## config.mk

```make
export PLATFORM = sky130hd
export DESIGN_NAME = ndn_spi_slave_flat
export DESIGN_NICKNAME = d
export VERILOG_FILES = /design/src/rtl/ndn_spi_pkg.sv /design/src/rtl/ndn_spi_slave_if.sv /design/src/rtl/ndn_spi_sync.sv /design/src/rtl/ndn_spi_slave.sv /design/src/flat_wrapper.sv
export SDC_FILE = /design/constraint.sdc
export NUM_CORES = 1
export LEC_CHECK = 0
export ABC_CLOCK_PERIOD_IN_PS = 46400
export BUFFER_PORTS_ARGS = -buffer_cell sky130_fd_sc_hd__clkbuf_2
export CAP_MARGIN = 20
export CORE_MARGIN = 2
export CORE_UTILIZATION = 35
export CTS_CLUSTER_SIZE = 30
export DETAILED_ROUTE_END_ITERATION = 12
export HOLD_SLACK_MARGIN = 0.02
export PLACE_DENSITY = 0.61
export SKIP_CTS_REPAIR_TIMING = 1
export SYNTH_ARGS = -nofsm -noshare
export SYNTH_HDL_FRONTEND = slang
export SYNTH_SLANG_ARGS = --single-unit
```

## constraint.sdc

```tcl
create_clock -name clk -period 46.4 [get_ports clk]
set_clock_uncertainty 0.2 [all_clocks]
set_input_delay 11.6 -clock clk [delete_from_list [all_inputs] [get_ports clk]]
set_output_delay 11.6 -clock clk [all_outputs]
set_load 0.05 [all_outputs]
```

## src/rtl/ndn_spi_pkg.sv

```systemverilog
// ndn_spi_pkg
// Shared constants, FSM state types and the CRC-8 helper for the NDN SPI
// slave. Imported by the slave top.
package ndn_spi_pkg;

    // Header layout: bit 7 reserved, bit 6 packet type, low bits length
    localparam int HDR_TYPE_BIT = 6;

    localparam logic PKT_INTEREST = 1'b1;
    localparam logic PKT_DATA     = 1'b0;

    // Header byte the router places in front of every outgoing data packet
    localparam logic [7:0] TX_HDR_BYTE = 8'h00;

    // CRC-8, polynomial x^8 + x^2 + x + 1, MSB first, no final xor
    localparam logic [7:0] CRC8_POLY = 8'h07;
    localparam logic [7:0] CRC8_INIT = 8'h00;

    typedef enum logic [1:0] {
        RX_IDLE   = 2'd0,
        RX_HDR    = 2'd1,
        RX_PREFIX = 2'd2,
        RX_CHECK  = 2'd3
    } rx_state_e;

    typedef enum logic [1:0] {
        TX_IDLE   = 2'd0,
        TX_LOADED = 2'd1,
        TX_SHIFT  = 2'd2
    } tx_state_e;

    // Advance the CRC by one serial bit
    function automatic logic [7:0] crc8_step(input logic [7:0] crc, input logic din);
        crc8_step = {crc[6:0], 1'b0} ^ (((crc[7] ^ din) == 1'b1) ? CRC8_POLY : 8'h00);
    endfunction

endpackage

```

## src/rtl/ndn_spi_slave_if.sv

```systemverilog
// ndn_spi_slave_if
// Bundles the SPI pins and the router-side RX/TX bus of the NDN SPI slave.
// Signal names carry the slave's point of view (i_ into the slave, o_ out).
//   i_sclk, i_cs_n, i_mosi : SPI from the MCU (mode 0, MSB first)
//   o_miso                 : SPI to the MCU
//   o_rx_valid/o_rx_err    : one-cycle pulses, interest accepted / rejected
//   o_rx_len, o_rx_prefix  : fields of the last accepted interest
//   i_tx_valid, i_tx_data  : data packet offered by the router
//   o_tx_ready, o_tx_busy  : TX buffer empty / TX in progress
interface ndn_spi_slave_if #(
    parameter int PREFIX_W   = 64,
    parameter int DATA_BYTES = 32,
    parameter int LEN_W      = 6
);
    logic                    i_sclk;
    logic                    i_cs_n;
    logic                    i_mosi;
    logic                    o_miso;
    logic                    o_rx_valid;
    logic [LEN_W-1:0]        o_rx_len;
    logic [PREFIX_W-1:0]     o_rx_prefix;
    logic                    o_rx_err;
    logic                    i_tx_valid;
    logic                    o_tx_ready;
    logic [8*DATA_BYTES-1:0] i_tx_data;
    logic                    o_tx_busy;

    modport slave (
        input  i_sclk, i_cs_n, i_mosi, i_tx_valid, i_tx_data,
        output o_miso, o_rx_valid, o_rx_len, o_rx_prefix, o_rx_err,
               o_tx_ready, o_tx_busy
    );

    modport master (
        output i_sclk, i_cs_n, i_mosi, i_tx_valid, i_tx_data,
        input  o_miso, o_rx_valid, o_rx_len, o_rx_prefix, o_rx_err,
               o_tx_ready, o_tx_busy
    );
endinterface

```

## src/rtl/ndn_spi_sync.sv

```systemverilog
// ndn_spi_sync
// Two-flop synchronisers for sclk, cs_n and mosi plus edge detection in the
// clk domain.
//   clk, rst      : system clock, async active-high reset
//   i_sclk/i_cs_n/i_mosi : raw SPI pins
//   o_mosi        : synchronised mosi, aligned with the sclk edge strobes
//   o_sclk_rise/o_sclk_fall : one-cycle strobes per sclk edge
//   o_cs_fall/o_cs_rise     : one-cycle strobes per cs_n edge
module ndn_spi_sync (
    input  logic clk,
    input  logic rst,
    input  logic i_sclk,
    input  logic i_cs_n,
    input  logic i_mosi,
    output logic o_mosi,
    output logic o_sclk_rise,
    output logic o_sclk_fall,
    output logic o_cs_fall,
    output logic o_cs_rise
);
    logic       r_sclk_meta, r_sclk_sync, r_sclk_prev;
    logic       r_cs_meta,   r_cs_sync,   r_cs_prev;
    logic       r_mosi_meta, r_mosi_sync;
    logic [1:0] r_flush;
    logic       r_armed;

    // The synchronisers reset to an idle bus (cs_n high). If the pin is
    // really low when reset drops, the pipeline would show a fake falling
    // edge; r_armed only opens once cs_n has been seen high after the
    // pipeline has flushed, so a frame always needs a genuine new edge.
    always_ff @(posedge clk or posedge rst) begin
        if (rst) begin
            r_sclk_meta <= 1'b0;
            r_sclk_sync <= 1'b0;
            r_sclk_prev <= 1'b0;
            r_cs_meta   <= 1'b1;
            r_cs_sync   <= 1'b1;
            r_cs_prev   <= 1'b1;
            r_mosi_meta <= 1'b0;
            r_mosi_sync <= 1'b0;
            r_flush     <= 2'b00;
            r_armed     <= 1'b0;
        end else begin
            r_sclk_meta <= i_sclk;
            r_sclk_sync <= r_sclk_meta;
            r_sclk_prev <= r_sclk_sync;
            r_cs_meta   <= i_cs_n;
            r_cs_sync   <= r_cs_meta;
            r_cs_prev   <= r_cs_sync;
            r_mosi_meta <= i_mosi;
            r_mosi_sync <= r_mosi_meta;
            r_flush     <= {r_flush[0], 1'b1};
            if (r_flush[1] && r_cs_sync) begin
                r_armed <= 1'b1;
            end
        end
    end

    assign o_mosi      = r_mosi_sync;
    assign o_sclk_rise =  r_sclk_sync & ~r_sclk_prev;
    assign o_sclk_fall = ~r_sclk_sync &  r_sclk_prev;
    assign o_cs_fall   = r_armed & r_cs_prev & ~r_cs_sync;
    assign o_cs_rise   = r_cs_sync & ~r_cs_prev;

endmodule

```

## src/rtl/ndn_spi_slave.sv

```systemverilog
// ndn_spi_slave
// Full-duplex SPI slave (mode 0) between an MCU and the NDN router.
// RX: header byte (bit 6 = type, low LEN_W bits = length) then PREFIX_W
// prefix bits; an interest raises rx_valid, anything else raises rx_err.
// TX: a buffered data packet is sent as 8'h00 header + DATA_BYTES payload
// bytes (highest byte first) in the next cs_n frame.
// Optional feature macro: NDN_SPI_CRC_EN appends a CRC-8 byte to both
// directions and rejects RX frames whose CRC does not match.
//   clk, rst : system clock, async active-high reset
//   bus      : ndn_spi_slave_if.slave (SPI pins plus RX/TX router bus)
module ndn_spi_slave
    import ndn_spi_pkg::*;
#(
    parameter int PREFIX_W   = 64,
    parameter int DATA_BYTES = 32,
    parameter int LEN_W      = 6
) (
    input  logic           clk,
    input  logic           rst,
    ndn_spi_slave_if.slave bus
);
`ifdef NDN_SPI_CRC_EN
    localparam int CRC_BITS = 8;
`else
    localparam int CRC_BITS = 0;
`endif
    localparam int RX_BODY  = PREFIX_W + CRC_BITS;
    localparam int RX_CNT_W = $clog2(RX_BODY + 1);
    localparam int TX_PAY   = 8 + 8 * DATA_BYTES;
    localparam int TX_BITS  = TX_PAY + CRC_BITS;
    localparam int TX_CNT_W = $clog2(TX_BITS + 1);

    logic w_mosi, w_sclk_rise, w_sclk_fall, w_cs_fall, w_cs_rise;

    ndn_spi_sync u_sync (
        .clk         (clk),
        .rst         (rst),
        .i_sclk      (bus.i_sclk),
        .i_cs_n      (bus.i_cs_n),
        .i_mosi      (bus.i_mosi),
        .o_mosi      (w_mosi),
        .o_sclk_rise (w_sclk_rise),
        .o_sclk_fall (w_sclk_fall),
        .o_cs_fall   (w_cs_fall),
        .o_cs_rise   (w_cs_rise)
    );

    rx_state_e             r_rx_state;
    logic [RX_CNT_W-1:0]   r_rx_cnt;
    logic [HDR_TYPE_BIT-1:0] r_hdr;
    logic [PREFIX_W-1:0]   r_rx_shift;
    logic [LEN_W-1:0]      r_len;
    logic [LEN_W-1:0]      r_rx_len;
    logic [PREFIX_W-1:0]   r_rx_prefix;
    logic                  r_rx_valid;
    logic                  r_rx_err;
    logic [HDR_TYPE_BIT:0] w_hdr_next;
`ifdef NDN_SPI_CRC_EN
    logic [7:0]            r_rx_crc;
`endif

    // Header bit 7 is shifted out of the short header register on purpose;
    // at the 8th bit w_hdr_next holds header bits 6..0.
    assign w_hdr_next = {r_hdr, w_mosi};

    // RX FSM. In IDLE all sclk activity is ignored, which covers both the
    // tail of a finished frame and the rest of a rejected data-type frame.
    always_ff @(posedge clk or posedge rst) begin
        if (rst) begin
            r_rx_state  <= RX_IDLE;
            r_rx_cnt    <= '0;
            r_hdr       <= '0;
            r_rx_shift  <= '0;
            r_len       <= '0;
            r_rx_len    <= '0;
            r_rx_prefix <= '0;
            r_rx_valid  <= 1'b0;
            r_rx_err    <= 1'b0;
`ifdef NDN_SPI_CRC_EN
            r_rx_crc    <= CRC8_INIT;
`endif
        end else begin
            r_rx_valid <= 1'b0;
            r_rx_err   <= 1'b0;
            case (r_rx_state)
                RX_IDLE: begin
                    if (w_cs_fall) begin
                        r_rx_state <= RX_HDR;
                        r_rx_cnt   <= '0;
`ifdef NDN_SPI_CRC_EN
                        r_rx_crc   <= CRC8_INIT;
`endif
                    end
                end
                RX_HDR: begin
                    if (w_cs_rise) begin
                        r_rx_err   <= 1'b1;
                        r_rx_state <= RX_IDLE;
                    end else if (w_sclk_rise) begin
                        r_hdr    <= w_hdr_next[HDR_TYPE_BIT-1:0];
                        r_rx_cnt <= r_rx_cnt + 1'b1;
`ifdef NDN_SPI_CRC_EN
                        r_rx_crc <= crc8_step(r_rx_crc, w_mosi);
`endif
                        if (r_rx_cnt == RX_CNT_W'(7)) begin
                            r_rx_cnt <= '0;
                            if (w_hdr_next[HDR_TYPE_BIT] == PKT_DATA) begin
                                r_rx_err   <= 1'b1;
                                r_rx_state <= RX_IDLE;
                            end else begin
                                r_len      <= w_hdr_next[LEN_W-1:0];
                                r_rx_state <= RX_PREFIX;
                            end
                        end
                    end
                end
                RX_PREFIX: begin
                    if (w_cs_rise) begin
                        r_rx_err   <= 1'b1;
                        r_rx_state <= RX_IDLE;
                    end else if (w_sclk_rise) begin
                        if (r_rx_cnt < RX_CNT_W'(PREFIX_W)) begin
                            r_rx_shift <= {r_rx_shift[PREFIX_W-2:0], w_mosi};
                        end
`ifdef NDN_SPI_CRC_EN
                        r_rx_crc <= crc8_step(r_rx_crc, w_mosi);
`endif
                        r_rx_cnt <= r_rx_cnt + 1'b1;
                        if (r_rx_cnt == RX_CNT_W'(RX_BODY - 1)) begin
                            r_rx_state <= RX_CHECK;
                        end
                    end
                end
                RX_CHECK: begin
                    r_rx_state <= RX_IDLE;
`ifdef NDN_SPI_CRC_EN
                    // Running the CRC over the received CRC byte too leaves
                    // zero exactly when the byte matched.
                    if (r_rx_crc == 8'h00) begin
                        r_rx_valid  <= 1'b1;
                        r_rx_len    <= r_len;
                        r_rx_prefix <= r_rx_shift;
                    end else begin
                        r_rx_err <= 1'b1;
                    end
`else
                    r_rx_valid  <= 1'b1;
                    r_rx_len    <= r_len;
                    r_rx_prefix <= r_rx_shift;
`endif
                end
                default: r_rx_state <= RX_IDLE;
            endcase
        end
    end

    tx_state_e           r_tx_state;
    logic [TX_PAY-1:0]   r_tx_shift;
    logic [TX_CNT_W-1:0] r_tx_cnt;
    logic                w_tx_bit;
`ifdef NDN_SPI_CRC_EN
    logic [7:0]          r_tx_crc;
`endif

    // TX FSM. The current bit sits on miso from cs_n falling (or the
    // previous sclk fall) until the next sclk fall, as mode 0 requires.
    always_ff @(posedge clk or posedge rst) begin
        if (rst) begin
            r_tx_state <= TX_IDLE;
            r_tx_shift <= '0;
            r_tx_cnt   <= '0;
`ifdef NDN_SPI_CRC_EN
            r_tx_crc   <= CRC8_INIT;
`endif
        end else begin
            case (r_tx_state)
                TX_IDLE: begin
                    if (bus.i_tx_valid) begin
                        r_tx_shift <= {TX_HDR_BYTE, bus.i_tx_data};
                        r_tx_state <= TX_LOADED;
                    end
                end
                TX_LOADED: begin
                    if (w_cs_fall) begin
                        r_tx_state <= TX_SHIFT;
                        r_tx_cnt   <= '0;
`ifdef NDN_SPI_CRC_EN
                        r_tx_crc   <= CRC8_INIT;
`endif
                    end
                end
                TX_SHIFT: begin
                    if (w_cs_rise) begin
                        r_tx_state <= TX_IDLE;
                    end else if (w_sclk_fall) begin
                        r_tx_cnt <= r_tx_cnt + 1'b1;
                        if (r_tx_cnt < TX_CNT_W'(TX_PAY)) begin
                            r_tx_shift <= {r_tx_shift[TX_PAY-2:0], 1'b0};
`ifdef NDN_SPI_CRC_EN
                            r_tx_crc   <= crc8_step(r_tx_crc, r_tx_shift[TX_PAY-1]);
                        end else begin
                            r_tx_crc   <= {r_tx_crc[6:0], 1'b0};
`endif
                        end
                        if (r_tx_cnt == TX_CNT_W'(TX_BITS - 1)) begin
                            r_tx_state <= TX_IDLE;
                        end
                    end
                end
                default: r_tx_state <= TX_IDLE;
            endcase
        end
    end

`ifdef NDN_SPI_CRC_EN
    assign w_tx_bit = (r_tx_cnt < TX_CNT_W'(TX_PAY)) ? r_tx_shift[TX_PAY-1] : r_tx_crc[7];
`else
    assign w_tx_bit = r_tx_shift[TX_PAY-1];
`endif

    assign bus.o_miso      = (r_tx_state == TX_SHIFT) ? w_tx_bit : 1'b1;
    assign bus.o_tx_ready  = (r_tx_state == TX_IDLE);
    assign bus.o_tx_busy   = (r_tx_state != TX_IDLE);
    assign bus.o_rx_valid  = r_rx_valid;
    assign bus.o_rx_err    = r_rx_err;
    assign bus.o_rx_len    = r_rx_len;
    assign bus.o_rx_prefix = r_rx_prefix;

endmodule

```

## src/flat_wrapper.sv

```systemverilog
// flat-port wrapper written by rule: the top's interface ports become plain ports
module ndn_spi_slave_flat import ndn_spi_pkg::*;
#(
    parameter int PREFIX_W   = 64,
    parameter int DATA_BYTES = 32,
    parameter int LEN_W      = 6
)
  (clk, rst, bus_i_sclk, bus_i_cs_n, bus_i_mosi, bus_i_tx_valid, bus_i_tx_data, bus_o_miso, bus_o_rx_valid, bus_o_rx_len, bus_o_rx_prefix, bus_o_rx_err, bus_o_tx_ready, bus_o_tx_busy);
  ndn_spi_slave_if #(.PREFIX_W(PREFIX_W), .DATA_BYTES(DATA_BYTES), .LEN_W(LEN_W)) bus_i ();
  input  logic clk;
  input  logic rst;
  input wire logic [$bits(bus_i.i_sclk)-1:0] bus_i_sclk;
  input wire logic [$bits(bus_i.i_cs_n)-1:0] bus_i_cs_n;
  input wire logic [$bits(bus_i.i_mosi)-1:0] bus_i_mosi;
  input wire logic [$bits(bus_i.i_tx_valid)-1:0] bus_i_tx_valid;
  input wire logic [$bits(bus_i.i_tx_data)-1:0] bus_i_tx_data;
  output wire logic [$bits(bus_i.o_miso)-1:0] bus_o_miso;
  output wire logic [$bits(bus_i.o_rx_valid)-1:0] bus_o_rx_valid;
  output wire logic [$bits(bus_i.o_rx_len)-1:0] bus_o_rx_len;
  output wire logic [$bits(bus_i.o_rx_prefix)-1:0] bus_o_rx_prefix;
  output wire logic [$bits(bus_i.o_rx_err)-1:0] bus_o_rx_err;
  output wire logic [$bits(bus_i.o_tx_ready)-1:0] bus_o_tx_ready;
  output wire logic [$bits(bus_i.o_tx_busy)-1:0] bus_o_tx_busy;
  assign bus_i.i_sclk = bus_i_sclk;
  assign bus_i.i_cs_n = bus_i_cs_n;
  assign bus_i.i_mosi = bus_i_mosi;
  assign bus_i.i_tx_valid = bus_i_tx_valid;
  assign bus_i.i_tx_data = bus_i_tx_data;
  assign bus_o_miso = bus_i.o_miso;
  assign bus_o_rx_valid = bus_i.o_rx_valid;
  assign bus_o_rx_len = bus_i.o_rx_len;
  assign bus_o_rx_prefix = bus_i.o_rx_prefix;
  assign bus_o_rx_err = bus_i.o_rx_err;
  assign bus_o_tx_ready = bus_i.o_tx_ready;
  assign bus_o_tx_busy = bus_i.o_tx_busy;
  ndn_spi_slave #(.PREFIX_W(PREFIX_W), .DATA_BYTES(DATA_BYTES), .LEN_W(LEN_W)) u_core (.clk(clk), .rst(rst), .bus(bus_i));
endmodule
```

==> results of run 1 <==
## layout by cell type, fill, tap and decap left out, types with 4 or more instances in the layout
cell type,count
nor2b_1,5
clkinv_2,11
o41ai_1,5
clkbuf_2,336
clkbuf_16,52
or3_1,4
mux2_4,251
dfrtp_1,440
a22o_1,5
nand2b_1,7
mux2_2,147
mux2i_1,7
clkbuf_1,7
buf_4,17
nor2_1,10
o21ai_0,9
nand2_1,781
a21oi_1,7
nand3_1,10
o31ai_1,7
bufinv_16,6
clkbuf_8,11
inv_1,10
mux2_1,4
ha_1,6
clkinv_4,5
## Yosys cell counts (2+ instances only)
master	number
a2111o_1	2
a211oi_1	2
a21o_1	2
a21oi_1	7
a221o_1	2
a22o_1	5
a22oi_1	2
and2_1	3
and3_1	3
buf_1	3
buf_12	22
buf_6	8
clkbuf_1	76
dfrtp_1	440
dfstp_2	3
ha_1	7
inv_1	11
mux2_1	4
mux2_2	147
mux2_4	251
mux2i_1	7
nand2_1	782
nand2b_1	8
nand3_1	10
nand4_1	2
nor2_1	10
nor2b_1	6
nor4_1	2
o211a_1	2
o21a_1	2
o21ai_0	9
o31ai_1	7
o41ai_1	5
or3_1	4
or4_1	2
## critical path, cell delays in order
cell and delay [ns]:
clkbuf_2 0.10, mux2i_1 0.31, or4_4 0.78, buf_4 0.91, buf_4 0.69, buf_4 0.88
mux2_4 0.36
## routing by layer
metal  vias to the layer above  global-route usage  share of wire
li1                       6744                   -              -
met1                      6934               0.200           0.46
met2                       252               0.234           0.47
met3                        69              0.0241          0.041
met4                         2              0.0484          0.023
met5                         -                   0        0.00022
## where the power goes
| part | leakage [nW] | switching [W] | internal (W) |
|---|---|---|---|
| Sequential | 5.57 | 0.0000733 | 0.000508 |
| Clock | 0.888 | 0.000164 | 0.000257 |
| Combinational | 7.20 | 0.000162 | 0.000244 |
## logic make-up after synthesis
logic type | Yosys count
AOI/OAI and AO/OA | 56
adders and majority gates | 7
buffers and inverters | 120
DFF | 443
muxes | 409
other | 1
and+or+nand+nor | 839
## through the flow
stage	hold slack, ns	util	instances
after floorplan	0.131	-	1875
after global placement	0.132	0.387	2901
after detailed placement	0.150	0.387	2901
after CTS	0.162	0.416	2996
after global routing	0.165	0.417	2997
final	0.159	0.417	2997
## layout make-up
type                            instances  area (um2)  area share
Inverter                               11        48.8     0.00194
Multi-Input combinational cell       1312        9360       0.373
Timing Repair Buffer                  354        1840      0.0732
Tap cell                              782         978      0.0390
Clock buffer                           70        1480      0.0589
Sequential cell                       443       11100       0.442
Clock inverter                         25         312      0.0124
## registers in the layout, indices dropped and copies added (netlist names), 2 cells and up
name and flops:
u_core.r_hdr 6, u_core.r_rx_shift 64, u_core.bus.o_rx_len 6, u_core.r_tx_cnt 9
u_core.r_rx_state 2, u_core.bus.o_rx_prefix 64, u_core.r_len 6, u_core.u_sync.r_flush 2
u_core.r_tx_shift 264, u_core.r_rx_cnt 7, u_core.r_tx_state 2
## path summary, 6_finish.rpt
| path | endpoint | slack (ns) |
|---|---|---|
| min reg2reg | u_core.u_sync.r_cs_sync | 0.16 |
| max | u_core.r_tx_shift[146] | 30.89 |
| max in group asynchronous | u_core.r_tx_state[0] | 33.05 |
| max reg2reg | u_core.r_tx_shift[146] | 40.68 |
| min | u_core.u_sync.r_cs_sync | 0.16 |
| min in group asynchronous | u_core.r_tx_shift[210] | 10.90 |
==> results.sh, run 1 <==
export IMPL_status="complete, no violations"
export IMPL_rsz0062_at_grt="false"
export IMPL_ant_nets=0
export IMPL_post_dp_hpwl_mm=30.0
export IMPL_tns_ns=0
export IMPL_synth_xor_area_share=0
export IMPL_holdCritStartpoint="u_core.u_sync.r_cs_meta"
export IMPL_min_path_cells=0
export IMPL_finalHoldViolCount=0
export IMPL_core_area_um2=60200
export IMPL_grt_max_degree=96
export IMPL_grt_pass1_wl_mm=75.6
export IMPL_worstPathArrival_ns=15.77
export IMPL_power_density_nw_per_um2=56.1
export IMPL_vias_per_cell=4.67
export IMPL_required_ns=46.66
export IMPL_route_detailed_drc=0
export IMPL_drv_slew=0
export IMPL_setup_viol=0
export IMPL_fin_crit_sh=0.334
export IMPL_synth_seq_area_share=0.521
export IMPL_cts_made_buffers=51
export IMPL_htreeDepth=2
export IMPL_yosys_mux_area_fraction=0.260
export IMPL_antenna_cells=0
export IMPL_leakagePower_nw=13.7
export IMPL_ir_worst_vdd_uv=31.7
export IMPL_crit_type="in2reg"
export IMPL_ys_async_sr_fraction=1.00
export IMPL_die_h_um=251
export IMPL_synthSimpleGateAreaFrac=0.154
export IMPL_grt_use_total=0.146
export IMPL_dp_slack_ns=30.33
export IMPL_post_dp_cell_area_um2=23300
export IMPL_startpoint="bus_i_tx_valid"
export IMPL_cts_root_buf="clkbuf_16"
export IMPL_clock_sinks=443
export IMPL_critPathCaptureType="flip-flop"
export IMPL_timing_slew_headroom=0.301
export IMPL_nets=2442
export IMPL_gr_total_overflow=0
export IMPL_firstDrtPassIters=5
export IMPL_synth_edff_count=0
export IMPL_die_w_um=251
export IMPL_synth_top_cell_by_area="dfrtp_1"
export IMPL_syn_num_nets=2144
export IMPL_synth_compound_area_frac=0.0204
export IMPL_place_congestion=0.811
export IMPL_yosys_area_share_adder=0.00411
export IMPL_reg2regPathDepth=7
export IMPL_fillCellCount=5688
export IMPL_fin_ws_ns=30.89
export IMPL_path_clk_slew_ns=0.06
export IMPL_worstPathMaxFanout=56
export IMPL_total_power_w=0.00141
export IMPL_grt_pass1_vias=14381
export IMPL_tightest_slew_ns=1.05
export IMPL_design_area_um2=25100
export IMPL_syn_mean_instance_area_um2=11.4
export IMPL_cts_tree="yes"
export IMPL_numPortBuffers=336
export IMPL_synth_area_leaders="dfrtp_1 (52%), mux2_4 (18%), nand2_1 (14%), mux2_2 (7.8%), buf_12 (2.1%)"
export IMPL_min_period_ns=15.51
export IMPL_fmax_mhz=64.5
export IMPL_max_cap_violations=0
export IMPL_rows=90
export IMPL_synthCells=1875
export IMPL_drt_iter0_drc=762
export IMPL_critPathLaunchType="input pin"
export IMPL_clkLatencyLatePin_ns=0.58
export IMPL_worstHoldPathType="reg2reg"
export IMPL_ys_ff_latch=443
export IMPL_synth_cell_type_count=52
export IMPL_via_count=14001
export IMPL_synth_top_area_frac=0.517
export IMPL_drt_total_wl_mm=46.3
export IMPL_start_util=0.354
export IMPL_pin_count=337
export IMPL_routedWlPerCell_um=15.4
export IMPL_synth_ff_type="dfrtp_1"
export IMPL_clockBufferDepth=3
export IMPL_synth_top_family_by_area="multiplexers"
export IMPL_r2r_start="u_core.r_tx_state[0]"
export IMPL_die_area_um2=62800
export IMPL_antenna_found_initial=1
export IMPL_yosysWarnings=0
export IMPL_final_layout_size_suffix_gt1_frac=0.385
export IMPL_syn2layout_area_growth_pct=17.9
export IMPL_synth_area_um2=21300
Note: power is estimated with default switching activity, not from simulation.
==> inputs of run 2 (changes only) <==
- ABC_AREA: default -> 1
- ABC_CLOCK_PERIOD_IN_PS: 46400 -> 15450
- clock period: 46.4 -> 15.45 ns (I/O delays scaled with it)
==> results.sh, run 2 <==
export IMPL_status="complete, no violations"
export IMPL_antenna_found_initial=0
export IMPL_clockBufferDepth=3
export IMPL_via_count=17518
export IMPL_nets=3176
export IMPL_grt_busiest_layer="met2"
export IMPL_ys_ff_latch=443
export IMPL_syn2layout_area_growth_pct=17.8
export IMPL_route_detailed_drc=0
export IMPL_drt_total_wl_mm=52.9
export IMPL_final_common_cell="nand2_1"
export IMPL_grtUsageMet1=0.249
export IMPL_cp_cell_sequence="clkbuf_2 > o21ai_0 > nor2_4 > buf_4 > buf_4 > nand3_1 > nand2_1"
export IMPL_total_power_w=0.00423
export IMPL_cts_made_buffers=50
export IMPL_fin_util=0.415
export IMPL_finalHoldViolCount=0
export IMPL_fin_ws_ns=9.00
export IMPL_critPathLaunchType="input pin"
export IMPL_crit_path_top_delay_cell="buf_4"
export IMPL_dp_slack_ns=8.47
export IMPL_cp_buffers_inverters=3
export IMPL_numPortBuffers=336
export IMPL_required_ns=15.76
export IMPL_post_dp_hpwl_mm=32.4
export IMPL_synth_edff_count=0
export IMPL_place_congestion=0.791
export IMPL_regMostFlops="u_core.r_tx_shift"
export IMPL_grt_pass1_vias=16697
export IMPL_tightest_slew_ns=1.07
export IMPL_grt_use_total=0.173
export IMPL_fin_crit_sh=0.417
export IMPL_core_area_um2=58700
export IMPL_crit_type="in2reg"
export IMPL_yosysWarnings=0
export IMPL_setup_viol=0
export IMPL_grtUsageMet2=0.272
export IMPL_worstPathArrival_ns=6.75
export IMPL_syn_mean_instance_area_um2=7.74
export IMPL_power_density_nw_per_um2=173
export IMPL_max_cap_violations=0
export IMPL_whs_ns=0.154
export IMPL_min_period_ns=6.45
export IMPL_syn_num_nets=2942
export IMPL_antenna_cells=0
export IMPL_grt_use_met3=0.0252
export IMPL_fmax_mhz=155
export IMPL_worstHoldPathType="reg2reg"
export IMPL_path_common_cell="buf_4"
export IMPL_synth_most_common_cell="nand2_1"
export IMPL_synth_area_leaders="dfrtp_1 (53%), nand2_1 (25%), nand3_1 (6.9%), buf_2 (3.3%), mux2_2 (1.9%)"
export IMPL_synth_cell_type_count=30
export IMPL_synth_ff_type="dfrtp_1"
export IMPL_drt_iter0_drc=1363
export IMPL_die_h_um=247
export IMPL_fillCellCount=6121
export IMPL_critPathCaptureType="flip-flop"
export IMPL_ys_async_sr_fraction=1.00
export IMPL_path_clk_slew_ns=0.06
export IMPL_firstDrtPassIters=6
export IMPL_cpLargestDelayFamily="buffers and inverters"
export IMPL_synthCells=2673
export IMPL_timing_slew_headroom=0.284
export IMPL_vias_per_cell=4.71
export IMPL_htreeDepth=2
export IMPL_worstPathMaxFanout=96
export IMPL_ir_worst_vdd_uv=88.7
export IMPL_yosys_top_cells_count="nand2_1 (1396), dfrtp_1 (440), nand3_1 (284)"
export IMPL_pin_count=337
export IMPL_synth_seq_area_share=0.536
export IMPL_tns_ns=0
export IMPL_drv_slew=0
export IMPL_grt_pass1_wl_mm=86.8
export IMPL_start_util=0.352
export IMPL_synth_top_area_frac=0.533
export IMPL_die_area_um2=61000
export IMPL_rows=89
export IMPL_routedWlPerCell_um=14.2
export IMPL_rsz0062_at_grt="false"
export IMPL_synth_top_cell_by_area="dfrtp_1"
export IMPL_leakagePower_nw=13.6
export IMPL_slowest_delay_ns=0.89
export IMPL_cts_tree="yes"
export IMPL_ant_nets=0
export IMPL_gr_total_overflow=0
export IMPL_largest_reg_flops=264
export IMPL_cts_root_buf="clkbuf_16"
export IMPL_clkLatencyLatePin_ns=0.59
export IMPL_final_layout_size_suffix_gt1_frac=0.168
export IMPL_layout_common_cells="nand2_1 (1396), dfrtp_1 (440), clkbuf_2 (336)"
export IMPL_synth_area_um2=20700
export IMPL_die_w_um=247
export IMPL_grt_max_degree=162
export IMPL_clock_sinks=443
run 2: cell types whose count changed after synthesis, moves of 69 or more:
cell,delta
nand2_1,+614
nand3_1,+274
mux2_4,-251
buf_2,+138
mux2_2,-113
nor2_1,+69
run 2: path summary, 6_finish.rpt:
path | start | slack, ns | to | depth (start not counted)
min in group asynchronous | rst | 2.92 | u_core.r_tx_shift[47] | 2
max | bus_i_tx_valid | 9.00 | u_core.r_tx_shift[103] | 7
min | u_core.u_sync.r_mosi_meta | 0.15 | u_core.u_sync.o_mosi | 0
max reg2reg | u_core.r_tx_state[1] | 11.51 | u_core.r_tx_shift[103] | 7
max in group asynchronous | rst | 9.27 | u_core.bus.o_rx_prefix[11] | 5
min reg2reg | u_core.u_sync.r_mosi_meta | 0.15 | u_core.u_sync.o_mosi | 0
run 2: per-stage QoR:
step	cell area [um2]	instances
after detailed placement	22700	3627
after CTS	24300	3721
after global placement	22700	3627
after floorplan	20700	2673
after global routing	24400	3722
final	24400	3722
run 2: cells by family (layout without fill, tap and decap cells):
kind of cell	count (synthesis)	in the layout	share of synthesized area
buf+inv	254	530	0.0579
simple gates	1792	1792	0.347
other cells	1	1	0.000181
fa+ha+maj	7	7	0.00424
flops	443	443	0.536
compound gates	142	142	0.0358
mux	34	34	0.0185
run 2: per-layer routing:
layer	wire (um)	up-vias
met1	24900	8241
met5	0	-
met2	24400	369
li1	-	8833
met3	2520	75
met4	1150	0
run 2: worst register-to-register path, cell delays in order (launching register included):
cell     delay, ns
dfrtp_1       0.50
inv_2         0.10
nor2_4        0.79
nand2_8       0.54
nand2_8       0.60
buf_4         0.82
nand2_1       0.21
nand2_1       0.09
run 2: where the power goes:
| group | internal, W | switching (W) | total [W] |
|---|---|---|---|
| registers | 0.00154 | 0.000199 | 0.00174 |
| clock network | 0.000717 | 0.000495 | 0.00121 |
| logic | 0.000385 | 0.000891 | 0.00128 |
| total | 0.00264 | 0.00158 | 0.00423 |
run 2: cell type report:
cell class              instances  area [um2]  share of cell area
flip-flops and latches        443       11100               0.455
multi-input cells            1976        8460               0.347
repair buffers                356        1860              0.0765
clock buffers                  69        1430              0.0588
well taps                     773         967              0.0397
inverters                      80         304              0.0125
clock inverters                25         253              0.0104
==> inputs of run 3 (changes only) <==
- ABC_CLOCK_PERIOD_IN_PS: 15450 -> 6200
- clock period: 15.45 -> 6.2 ns (I/O delays scaled with it)
==> results.sh, run 3 (same netlist as run 2, synthesis figures left out) <==
export IMPL_layout_common_cells="nand2_1 (1396), dfrtp_1 (440), clkbuf_2 (336)"
export IMPL_switching_share=0.374
export IMPL_nets=3177
export IMPL_syn2layout_area_growth_pct=18.3
export IMPL_gr_total_overflow=0
export IMPL_clockBufferDepth=3
export IMPL_tns_ns=0
export IMPL_firstDrtPassIters=7
export IMPL_die_h_um=247
export IMPL_p_int_w=0.00662
export IMPL_status="complete, no violations"
export IMPL_setup_viol=0
export IMPL_required_ns=4.45
export IMPL_rrSetupSlack_ns=2.59
export IMPL_fin_cells=3721
export IMPL_htreeDepth=2
export IMPL_start_util=0.352
export IMPL_cts_made_buffers=51
export IMPL_ant_nets=0
export IMPL_grt_max_degree=212
export IMPL_cts_tree="yes"
export IMPL_whs_ns=0.151
export IMPL_pin_count=337
export IMPL_post_dp_hpwl_mm=32.2
export IMPL_crit_type="reg2out"
export IMPL_grt_pass1_vias=16404
export IMPL_max_cap_violations=0
export IMPL_via_count=17536
export IMPL_switchingPower_w=0.00395
export IMPL_regMostFlops="u_core.r_tx_shift"
export IMPL_largest_reg_flops=264
export IMPL_p_seq_frac=0.409
export IMPL_final_layout_size_suffix_gt1_frac=0.168
export IMPL_finalHoldViolCount=0
export IMPL_rsz0062_at_grt="false"
export IMPL_ir_worst_vdd_uv=343
export IMPL_path_clk_slew_ns=0.06
export IMPL_core_area_um2=58700
export IMPL_numPortBuffers=336
export IMPL_dpl_cell_count=3627
export IMPL_fin_util=0.417
export IMPL_clock_sinks=443
export IMPL_tightest_slew_ns=1.11
export IMPL_fillCellCount=5981
export IMPL_drt_iter0_drc=1446
export IMPL_routedWlPerCell_um=14.3
export IMPL_leakagePower_nw=13.6
export IMPL_min_period_ns=4.13
export IMPL_timing_slew_headroom=0.257
export IMPL_grt_use_total=0.171
export IMPL_fmax_mhz=242
export IMPL_comb_power_share=0.302
export IMPL_pwr_share_clk=0.289
export IMPL_worstPathMaxFanout=136
export IMPL_die_w_um=247
export IMPL_antenna_found_initial=2
export IMPL_final_common_cell="nand2_1"
export IMPL_drt_total_wl_mm=53.2
export IMPL_worstHoldPathType="reg2reg"
export IMPL_place_congestion=0.797
export IMPL_clkLatencyLatePin_ns=0.59
export IMPL_rows=89
export IMPL_reg2regPathDepth=7
export IMPL_die_area_um2=61000
export IMPL_route_detailed_drc=0
export IMPL_min_path_cells=0
export IMPL_critPathLaunchType="flip-flop"
export IMPL_drv_slew=0
export IMPL_grt_pass1_wl_mm=85.9
export IMPL_fin_crit_sh=0.666
export IMPL_vias_per_cell=4.71
export IMPL_power_density_nw_per_um2=432
export IMPL_antenna_cells=0
export IMPL_cts_root_buf="clkbuf_16"
export IMPL_critPathCaptureType="primary output"
export IMPL_worstPathArrival_ns=2.38
run 3: cell types whose count changed in the layout (fill, tap and decap cells not counted):
| cell | previous run | this run |
|---|---|---|
| buf_12 | 1 | 7 |
| buf_4 | 18 | 12 |
| bufinv_16 | 4 | 3 |
| clkbuf_1 | 8 | 9 |
| clkbuf_16 | 50 | 52 |
| clkbuf_8 | 11 | 13 |
| clkinv_2 | 15 | 11 |
| clkinvlp_4 | 3 | 2 |
run 3: per-stage QoR:
stage                     setup WS [ns]  instance area, um2  total power, W
after floorplan                   -1.53               20700         0.00684
after global placement             2.12               22700         0.00753
after detailed placement           2.10               22700         0.00759
after CTS                          1.93               24400          0.0107
after global routing               1.87               24500          0.0114
final                              2.07               24500          0.0106
run 3: layout make-up:
cell class	instances	area, um2	area share
Clock inverter	19	195	0.00798
Tap cell	773	967	0.0395
Sequential cell	443	11100	0.453
Timing Repair Buffer	356	1940	0.0793
Multi-Input combinational cell	1976	8460	0.346
Clock buffer	74	1510	0.0619
Inverter	80	304	0.0124
run 3: final timing paths:
check,from,endpoint
max,u_core.r_tx_state[0],bus_o_miso
min,u_core.u_sync.r_flush[0],u_core.u_sync.r_flush[1]
max reg2reg,u_core.r_tx_state[1],u_core.r_tx_shift[136]
min reg2reg,u_core.u_sync.r_flush[0],u_core.u_sync.r_flush[1]
max in group asynchronous,rst,u_core.bus.o_rx_prefix[28]
min in group asynchronous,rst,u_core.r_tx_shift[62]
run 3: routing by layer:
layer,global-route usage,part of all wire
met5,0,0.00045
met4,0.0446,0.020
met3,0.0288,0.048
met2,0.266,0.46
met1,0.246,0.47
run 3: critical path: stages, from the launching register on:
cell and delay [ns]:
dfrtp_1 0.41, inv_2 0.15, nand2_8 0.43, or2_2 0.52, clkbuf_2 0.26
run 3: power by group through the flow:
stage,Combinational (W),Clock (W),Sequential [W]
after floorplan,0.00229,0,0.00455
after CTS,0.00324,0.00316,0.00433
after global placement,0.00318,0,0.00435
final,0.00319,0.00306,0.00433
after global routing,0.00366,0.00326,0.00445
after detailed placement,0.00324,0,0.00436
